File: src/rtl/skip_connection_feeder.sv
// Operand fetch engine for the skip-connection adder: reads paired A/B words from two SRAM
// banks and presents them as 4-lane fp16 vectors. Optional build macro: SKIP_FEED_B_BYPASS_EN.
module skip_connection_feeder #(
    parameter int ADDR_BITS  = 16,
    parameter int DATA_WIDTH = 16,
    parameter int RD_LAT     = 2,
    parameter int LEN_BITS   = 16
) (
    input  logic                           clk_i,
    input  logic                           rst_i,
    input  logic                           start_i,
    input  logic [ADDR_BITS-1:0]           base_a_i,
    input  logic [ADDR_BITS-1:0]           base_b_i,
    input  logic [LEN_BITS-1:0]            len_i,
`ifdef SKIP_FEED_B_BYPASS_EN
    input  logic                           bypass_b_i,
`endif
    output logic                           busy_o,
    output logic                           done_o,
    output logic                           sram_a_en_o,
    output logic                           sram_b_en_o,
    output logic [ADDR_BITS-1:0]           sram_a_addr_o,
    output logic [ADDR_BITS-1:0]           sram_b_addr_o,
    input  logic [4*DATA_WIDTH-1:0]        sram_a_rdata_i,
    input  logic [4*DATA_WIDTH-1:0]        sram_b_rdata_i,
    output logic                           op_valid_o,
    output logic [3:0][DATA_WIDTH-1:0]     op_a_o,
    output logic [3:0][DATA_WIDTH-1:0]     op_b_o,
    input  logic                           result_valid_i,
    output logic [1:0]                     state_o
);

    typedef enum logic [1:0] {S_IDLE, S_ISSUE, S_DRAIN, S_DONE} state_t;

    state_t                state, state_next;
    logic [ADDR_BITS-1:0]  base_a_q, base_b_q;
    logic [LEN_BITS-1:0]   len_q, idx, ret_cnt, ret_next;
    logic [RD_LAT-1:0]     vld_pipe;
    logic                  bypass_q, bypass_in;
    logic                  accept, issue, ret_inc;

`ifdef SKIP_FEED_B_BYPASS_EN
    assign bypass_in = bypass_b_i;
`else
    assign bypass_in = 1'b0;
`endif

    assign accept        = (state == S_IDLE) && start_i;
    assign issue         = (state == S_ISSUE);
    assign sram_a_en_o   = issue;
    assign sram_b_en_o   = issue && !bypass_q;
    assign sram_a_addr_o = base_a_q + ADDR_BITS'(idx);
    assign sram_b_addr_o = base_b_q + ADDR_BITS'(idx);
    assign state_o       = state;

    // Result pulses only count while busy, and never past the job length.
    assign ret_inc  = busy_o && result_valid_i && (ret_cnt != len_q);
    assign ret_next = ret_inc ? ret_cnt + LEN_BITS'(1) : ret_cnt;

    always_comb begin
        state_next = state;
        busy_o     = 1'b0;
        done_o     = 1'b0;
        case (state)
            S_IDLE: begin
                if (start_i) state_next = (len_i == '0) ? S_DONE : S_ISSUE;
            end
            S_ISSUE: begin
                busy_o = 1'b1;
                if (idx == len_q - LEN_BITS'(1)) state_next = S_DRAIN;
            end
            S_DRAIN: begin
                busy_o = 1'b1;
                if (ret_next == len_q) state_next = S_DONE;
            end
            S_DONE: begin
                done_o     = 1'b1;
                state_next = S_IDLE;
            end
            default: state_next = S_IDLE;
        endcase
    end

    always_ff @(posedge clk_i or posedge rst_i) begin
        if (rst_i) begin
            state      <= S_IDLE;
            base_a_q   <= '0;
            base_b_q   <= '0;
            len_q      <= '0;
            bypass_q   <= 1'b0;
            idx        <= '0;
            ret_cnt    <= '0;
            vld_pipe   <= '0;
            op_valid_o <= 1'b0;
            op_a_o     <= '0;
            op_b_o     <= '0;
        end else begin
            state <= state_next;
            if (accept) begin
                base_a_q <= base_a_i;
                base_b_q <= base_b_i;
                len_q    <= len_i;
                bypass_q <= bypass_in;
                idx      <= '0;
                ret_cnt  <= '0;
            end else begin
                if (issue) idx <= idx + LEN_BITS'(1);
                ret_cnt <= ret_next;
            end
            // Issue-enable travels alongside the SRAM latency; its tail marks valid rdata.
            vld_pipe   <= (vld_pipe << 1) | RD_LAT'(issue);
            op_valid_o <= vld_pipe[RD_LAT-1];
            if (vld_pipe[RD_LAT-1]) begin
                for (int l = 0; l < 4; l++) begin
                    op_a_o[l] <= sram_a_rdata_i[(4-l)*DATA_WIDTH-1 -: DATA_WIDTH];
                    op_b_o[l] <= bypass_q ? '0 : sram_b_rdata_i[(4-l)*DATA_WIDTH-1 -: DATA_WIDTH];
                end
            end
        end
    end

endmodule
File: config.mk
export PLATFORM = sky130hd
export DESIGN_NAME = skip_connection_feeder
export DESIGN_NICKNAME = d
export VERILOG_FILES = /design/src/rtl/skip_connection_feeder.sv
export SDC_FILE = /design/constraint.sdc
export NUM_CORES = 1
export LEC_CHECK = 0
export CAP_MARGIN = 20
export CORE_MARGIN = 4
export CORE_UTILIZATION = 30
export DETAILED_ROUTE_END_ITERATION = 10
export RECOVER_POWER = 100
export SLEW_MARGIN = 30
export SYNTH_ARGS = -nofsm -noshare
export SYNTH_HDL_FRONTEND = slang
export SYNTH_SLANG_ARGS = --single-unit
export TNS_END_PERCENT = 5
File: constraint.sdc
create_clock -name clk_i -period 12.5 [get_ports clk_i]
set_clock_uncertainty 0.15 [all_clocks]
set_input_delay 3.75 -clock clk_i [delete_from_list [all_inputs] [get_ports clk_i]]
set_output_delay 3.75 -clock clk_i [all_outputs]
set_load 0.03 [all_outputs]
; ---- Word-level counts from Yosys, hierarchy flattened
; Index checks and enable logic that the tools add are counted.
[totals]
out_inout_bits = 167
register_bits = 213
word_cells = 50
inputBits = 180
[op_classes]
reduce_logical = 8
n_mux = 11
n_eq_ne = 9
n_addsub = 5
bitwise = 1
[op_table]
columns = op, count
row1 = $mux W16, 4
row2 = $add A16 B1 Y16 const B, 2
row3 = $add A16 B16 Y16, 2
row4 = $eq A16 B16 Y1, 2
row5 = $logic_not A16 Y1, 1
row6 = $ne A16 B16 Y1, 1
row7 = $sub A16 B1 Y16 const B, 1
row8 = $mux W2, 4
row9 = $pmux W2 S4, 1
row10 = $eq A2 B2 Y1 const B, 2
row11 = $ne A2 B2 Y1 const B, 2
row12 = $logic_and A1 B1 Y1, 3
row13 = $reduce_and A3 Y1, 1
row14 = $eq A2 B1 Y1 const B, 1
row15 = $logic_not A2 Y1, 1
row16 = $mux W1, 2
row17 = $ne A2 B1 Y1 const B, 1
row18 = $or A2 B1 Y2, 1
row19 = $reduce_bool A2 Y1, 1
row20 = $reduce_or A2 Y1, 1

; ---- Longest topological paths before layout
[depth]
word_depth = 9
mapped_depth = 12

; ---- Worst setup path before layout
; Ideal clock, no wire load.
[synth_timing]
path_kind = reg-to-output
start = reg idx[0]
end = out sram_b_addr_o[14]
path_buffers = 0
t_required_ps = 8600
setup_slack_ps = 5761
path_stages_with_launch = 13
arrival_ps = 2839
cell_sequence = dfrtp_1 > ha_1 > inv_1 > fa_1 > nor2b_1 > o21ai_0 > a21boi_0 > o21ai_0 > a21boi_0 > o2111ai_1 > a31oi_1 > or4b_2 > nand3_1
[synth_via]
elab_chain_len = 1
[synth_rtl]
columns = element, line
row1 = from (decl), 37  ; logic [LEN_BITS-1:0] len_q, idx, ret_cnt, ret_next;
row2 = from (signal assigned), 107  ; if (issue) idx <= idx + LEN_BITS'(1);
row3 = $add A16 B16 Y16, 53  ; assign sram_b_addr_o = base_b_q + ADDR_BITS'(idx);
row4 = to (decl), 23  ; output logic [ADDR_BITS-1:0] sram_b_addr_o,
; Every way passes these cells.

; ---- Final worst setup path
; Same ends and word-level chain as after synthesis.

==> summary.txt <==
Route
  • Routed met2 length: 17,000 um
  • Pre-antenna DRT Iters: 5
  • Final WL: 34,700 um
  • Max Used Layer: met5
  • Vias per inst: 4.87
  • Via count: 9,085
  • Drt wl/cell: 18.6 um
  • WL met3: 2310 um
  • Detail Route Antenna Nets: 0
  • Initial DRC Count: 609
  • Drt drc: 0
  • DRT met1 WL: 14,400 um

Logic synthesis
  • Netlist cell types: 75
  • Sequential share of the synthesized area: 48.0%
  • Mapped Cells: 1,049
  • Post-synth net total: 1,269
  • Synth Flop Type: dfrtp_1
  • Mean Syn Cell Area: 10.6 um^2
  • EDFF count, synth: 0
  • Synth Cell Area: 0.0111 mm^2
  • FFs w/ async S/R, synth: 100%
  • #FFs+latches synth: 213
  • Synth warnings: 0

Power and ir drop
  • Gate power share: 52.3%
  • Share of power burned in registers: 29.3%
  • P_int: 2.41 mW
  • Sw frac: 43.3%
  • Leakage: 6.76 nW
  • Cell Pwr Density: 268 mW/mm^2
  • Worst VDD drop: 0.196 mV
  • Clock power frac: 18.4%
  • Psw: 1.84 mW

Clocking
  • Clock Path Buffers: 3
  • Clock buffer count from CTS: 26
  • CTS tree: done
  • Clk slew on worst S/H paths: 0.06 ns
  • Clk sinks: 213
  • Number of gates resized after CTS: 0
  • Worst-Skew Late Latency: 0.53 ns
  • Cts hold-fix bufs: 0
  • CTS Root Cell: clkbuf_16
  • Htree depth: 1
  • Setup Fix Bufs, Post-CTS: 0

STA
  • Final Hold Viols: 0
  • Endpoints failing setup: 0
  • Slew Limit Fails: 245
  • Achievable clock frequency: 121 MHz
  • Slew @ Worst Pin: 4.74 ns
  • Final Critical Period: 8.28 ns
  • Share of the clock period used by the worst path: 66.3%
  • Slew headroom: -218%
  • RSZ-0062 raised after global routing: no
  • Setup TNS: 0 ns
  • Fin Hold WS: 0.193 ns

Status
  • Outcome: finished, violations left
  • Failing checks: max-capacitance violations, max-slew violations

Floorplanning
  • Starting density of the core: 30.4%
  • Core area: 0.0365 mm^2
  • Die width: 200 um
  • Io pins: 347
  • Total die area: 0.0401 mm^2
  • # rows: 70
  • Chip Height: 200 um

Setup path
  • CP startpoint kind: register
  • Crit path arrival time: 4.38 ns
  • Worst Path Required: 8.60 ns
  • CP endpoint kind: output port
  • Crit-path max FO: 7
  • Critical path class: reg -> out

Global route
  • GR Overflow Total: 0
  • First-pass GRT wire length: 53,700 um
  • Global router's overall resource usage: 16.7%
  • Initial antenna violation count: 16
  • Vias in the first global route: 8,854
  • Maximum number of pins on one net before global-route repair: 105

Placement
  • RD Place Congestion: 0.868
  • Dpl hpwl: 26,900 um
  • Number of I/O port buffers: 346

Layout
  • Proportion of layout cells with a drive suffix above 1: 14.4%
  • Final net count: 1,594
  • Area grow syn2layout: 42.7%

Job
  • Max Cap Viol: 4

Worst hold path
  • HP Class: reg -> reg
-- kinds of logic (layout without fill, tap and decap cells) --
| group | after synthesis | after routing | synth area share [%] |
|---|---|---|---|
| and+or+nand+nor | 379 | 379 | 16.3 |
| DFF | 213 | 213 | 48.0 |
| muxes | 133 | 133 | 13.4 |
| AOI/OAI and AO/OA | 118 | 118 | 7.49 |
| buffers and inverters | 85 | 430 | 3.41 |
| xor gates and xnor gates | 81 | 81 | 6.64 |
| adders and majority gates | 40 | 40 | 4.65 |
| other | 0 | 4 | 0 |
-- power by group through the flow --
stage / registers [mW] / clock network, mW / logic (mW)
after global placement: 1.26 / 0 / 2.33
after global routing: 1.29 / 0.837 / 2.38
final: 1.24 / 0.783 / 2.22
after floorplan: 1.60 / 0 / 1.08
after detailed placement: 1.27 / 0 / 2.35
after CTS: 1.26 / 0.809 / 2.36
-- cell usage in the layout, fill, tap and decap left out, types with 4 or more instances in the layout --
cell / netlist / layout
nor4_1: 10 / 10
diode_2: 0 / 4
nand2_1: 171 / 170
a211oi_1: 6 / 6
nand2b_1: 5 / 5
dlygate4sd3_1: 0 / 298
nor3_1: 16 / 16
o21a_1: 4 / 4
and3_1: 14 / 14
and4_1: 4 / 4
mux2_2: 128 / 128
nor2b_1: 12 / 12
nand4_1: 15 / 15
nand3_1: 24 / 24
inv_1: 30 / 29
a21oi_1: 29 / 30
dfrtp_1: 213 / 213
clkdlybuf4s50_1: 0 / 48
clkbuf_16: 0 / 27
xnor2_1: 56 / 56
clkinv_2: 0 / 8
mux2i_1: 5 / 5
clkbuf_1: 31 / 5
nor2_1: 67 / 67
or3_1: 13 / 13
xor2_1: 23 / 23
o21ai_0: 31 / 31
and2_1: 6 / 5
ha_1: 38 / 38
-- through the flow --
stage	cells	power [mW]	util (%)	setup slack (ns)	cell area, um^2
2_1_floorplan	1049	2.68	-	2.78	11100
3_3_place_gp	1813	3.60	40.9	4.81	14900
3_5_place_dp	1814	3.62	40.9	4.81	14900
4_1_cts	1862	4.43	43.3	4.21	15800
5_1_grt	1866	4.51	43.3	3.68	15800
6_report	1866	4.25	43.3	4.22	15800
-- final cells by class --
class	count	area, um^2
Fill cell	3494	20700
Multi-Input combinational cell	751	5380
Sequential cell	213	5330
Timing Repair Buffer	352	3520
Clock buffer	34	732
Tap cell	468	586
Clock inverter	14	154
Inverter	30	114
Antenna cell	4	10.0
-- metal layers --
layer / vias to the layer above / track usage [%]
met3: 74 / 4.19
met5: - / 0
met1: 4338 / 20.7
met4: 6 / 4.60
li1: 4325 / -
met2: 342 / 29.0
-- critical path, stage by stage (launching register included) --
cell,delay (ns)
dfrtp_1,0.47
ha_1,0.24
inv_1,0.07
fa_1,0.21
nor2b_1,0.06
o21ai_0,0.21
a21boi_0,0.16
o21ai_0,0.23
a21boi_0,0.19
o2111ai_1,0.30
a31oi_1,0.20
or4b_2,0.66
nand3_1,0.12
dlygate4sd3_1,0.75
-- synthesized netlist by cell type (3+ instances only) --
cell type	count	area [um^2]
ha_1	38	475
buf_2	11	55.1
a21o_1	3	22.5
o21a_1	4	30.0
xor2_1	23	201
buf_1	5	18.8
a2111oi_0	3	26.3
or2_2	3	18.8
nor4_1	10	62.6
o21ai_0	31	155
and4_1	4	35.0
xnor2_1	56	490
nand4_1	15	93.8
nand2b_1	5	31.3
and2_1	6	37.5
a311oi_1	3	26.3
or4_1	3	22.5
a211oi_1	6	45.0
mux2_2	128	1440
nand3_1	24	120
clkbuf_1	31	116
inv_1	30	113
a21oi_1	29	145
nor2b_1	12	75.1
or3_1	13	81.3
buf_4	3	22.5
nor3_1	16	80.1
a21boi_0	3	22.5
and3_1	14	87.6
nor2_1	67	251
mux2i_1	5	50.1
dfrtp_1	213	5330
nand2_1	171	642
a31o_2	3	26.3
-- state kept, by name, summed over array words and instances, names as in the netlist --
signal      count
base_b_q       16
base_a_q       16
op_valid_o      1
idx            16
op_a_o         64
ret_cnt        16
state_o         2
vld_pipe        2
op_b_o         64
len_q          16
-- final timing paths --
kind,startpoint,endpoint,slack [ns],cells past startpoint
setup / recovery,idx[0]$_DFFE_PP0P_,sram_b_addr_o[14],4.22,13
hold / removal,vld_pipe[0]$_DFF_PP0_,vld_pipe[1]$_DFF_PP0_,0.19,0
setup reg to reg,state_o[0]$_DFFE_PP0P_,base_b_q[9]$_DFFE_PP0P_,7.80,6
hold reg to reg,vld_pipe[0]$_DFF_PP0_,vld_pipe[1]$_DFF_PP0_,0.19,0
max in group asynchronous,rst_i,op_b_o[49]$_DFFE_PP0P_,4.66,4
min in group asynchronous,rst_i,op_b_o[10]$_DFFE_PP0P_,4.95,2
No activity file was read; power rests on OpenSTA's default activity.
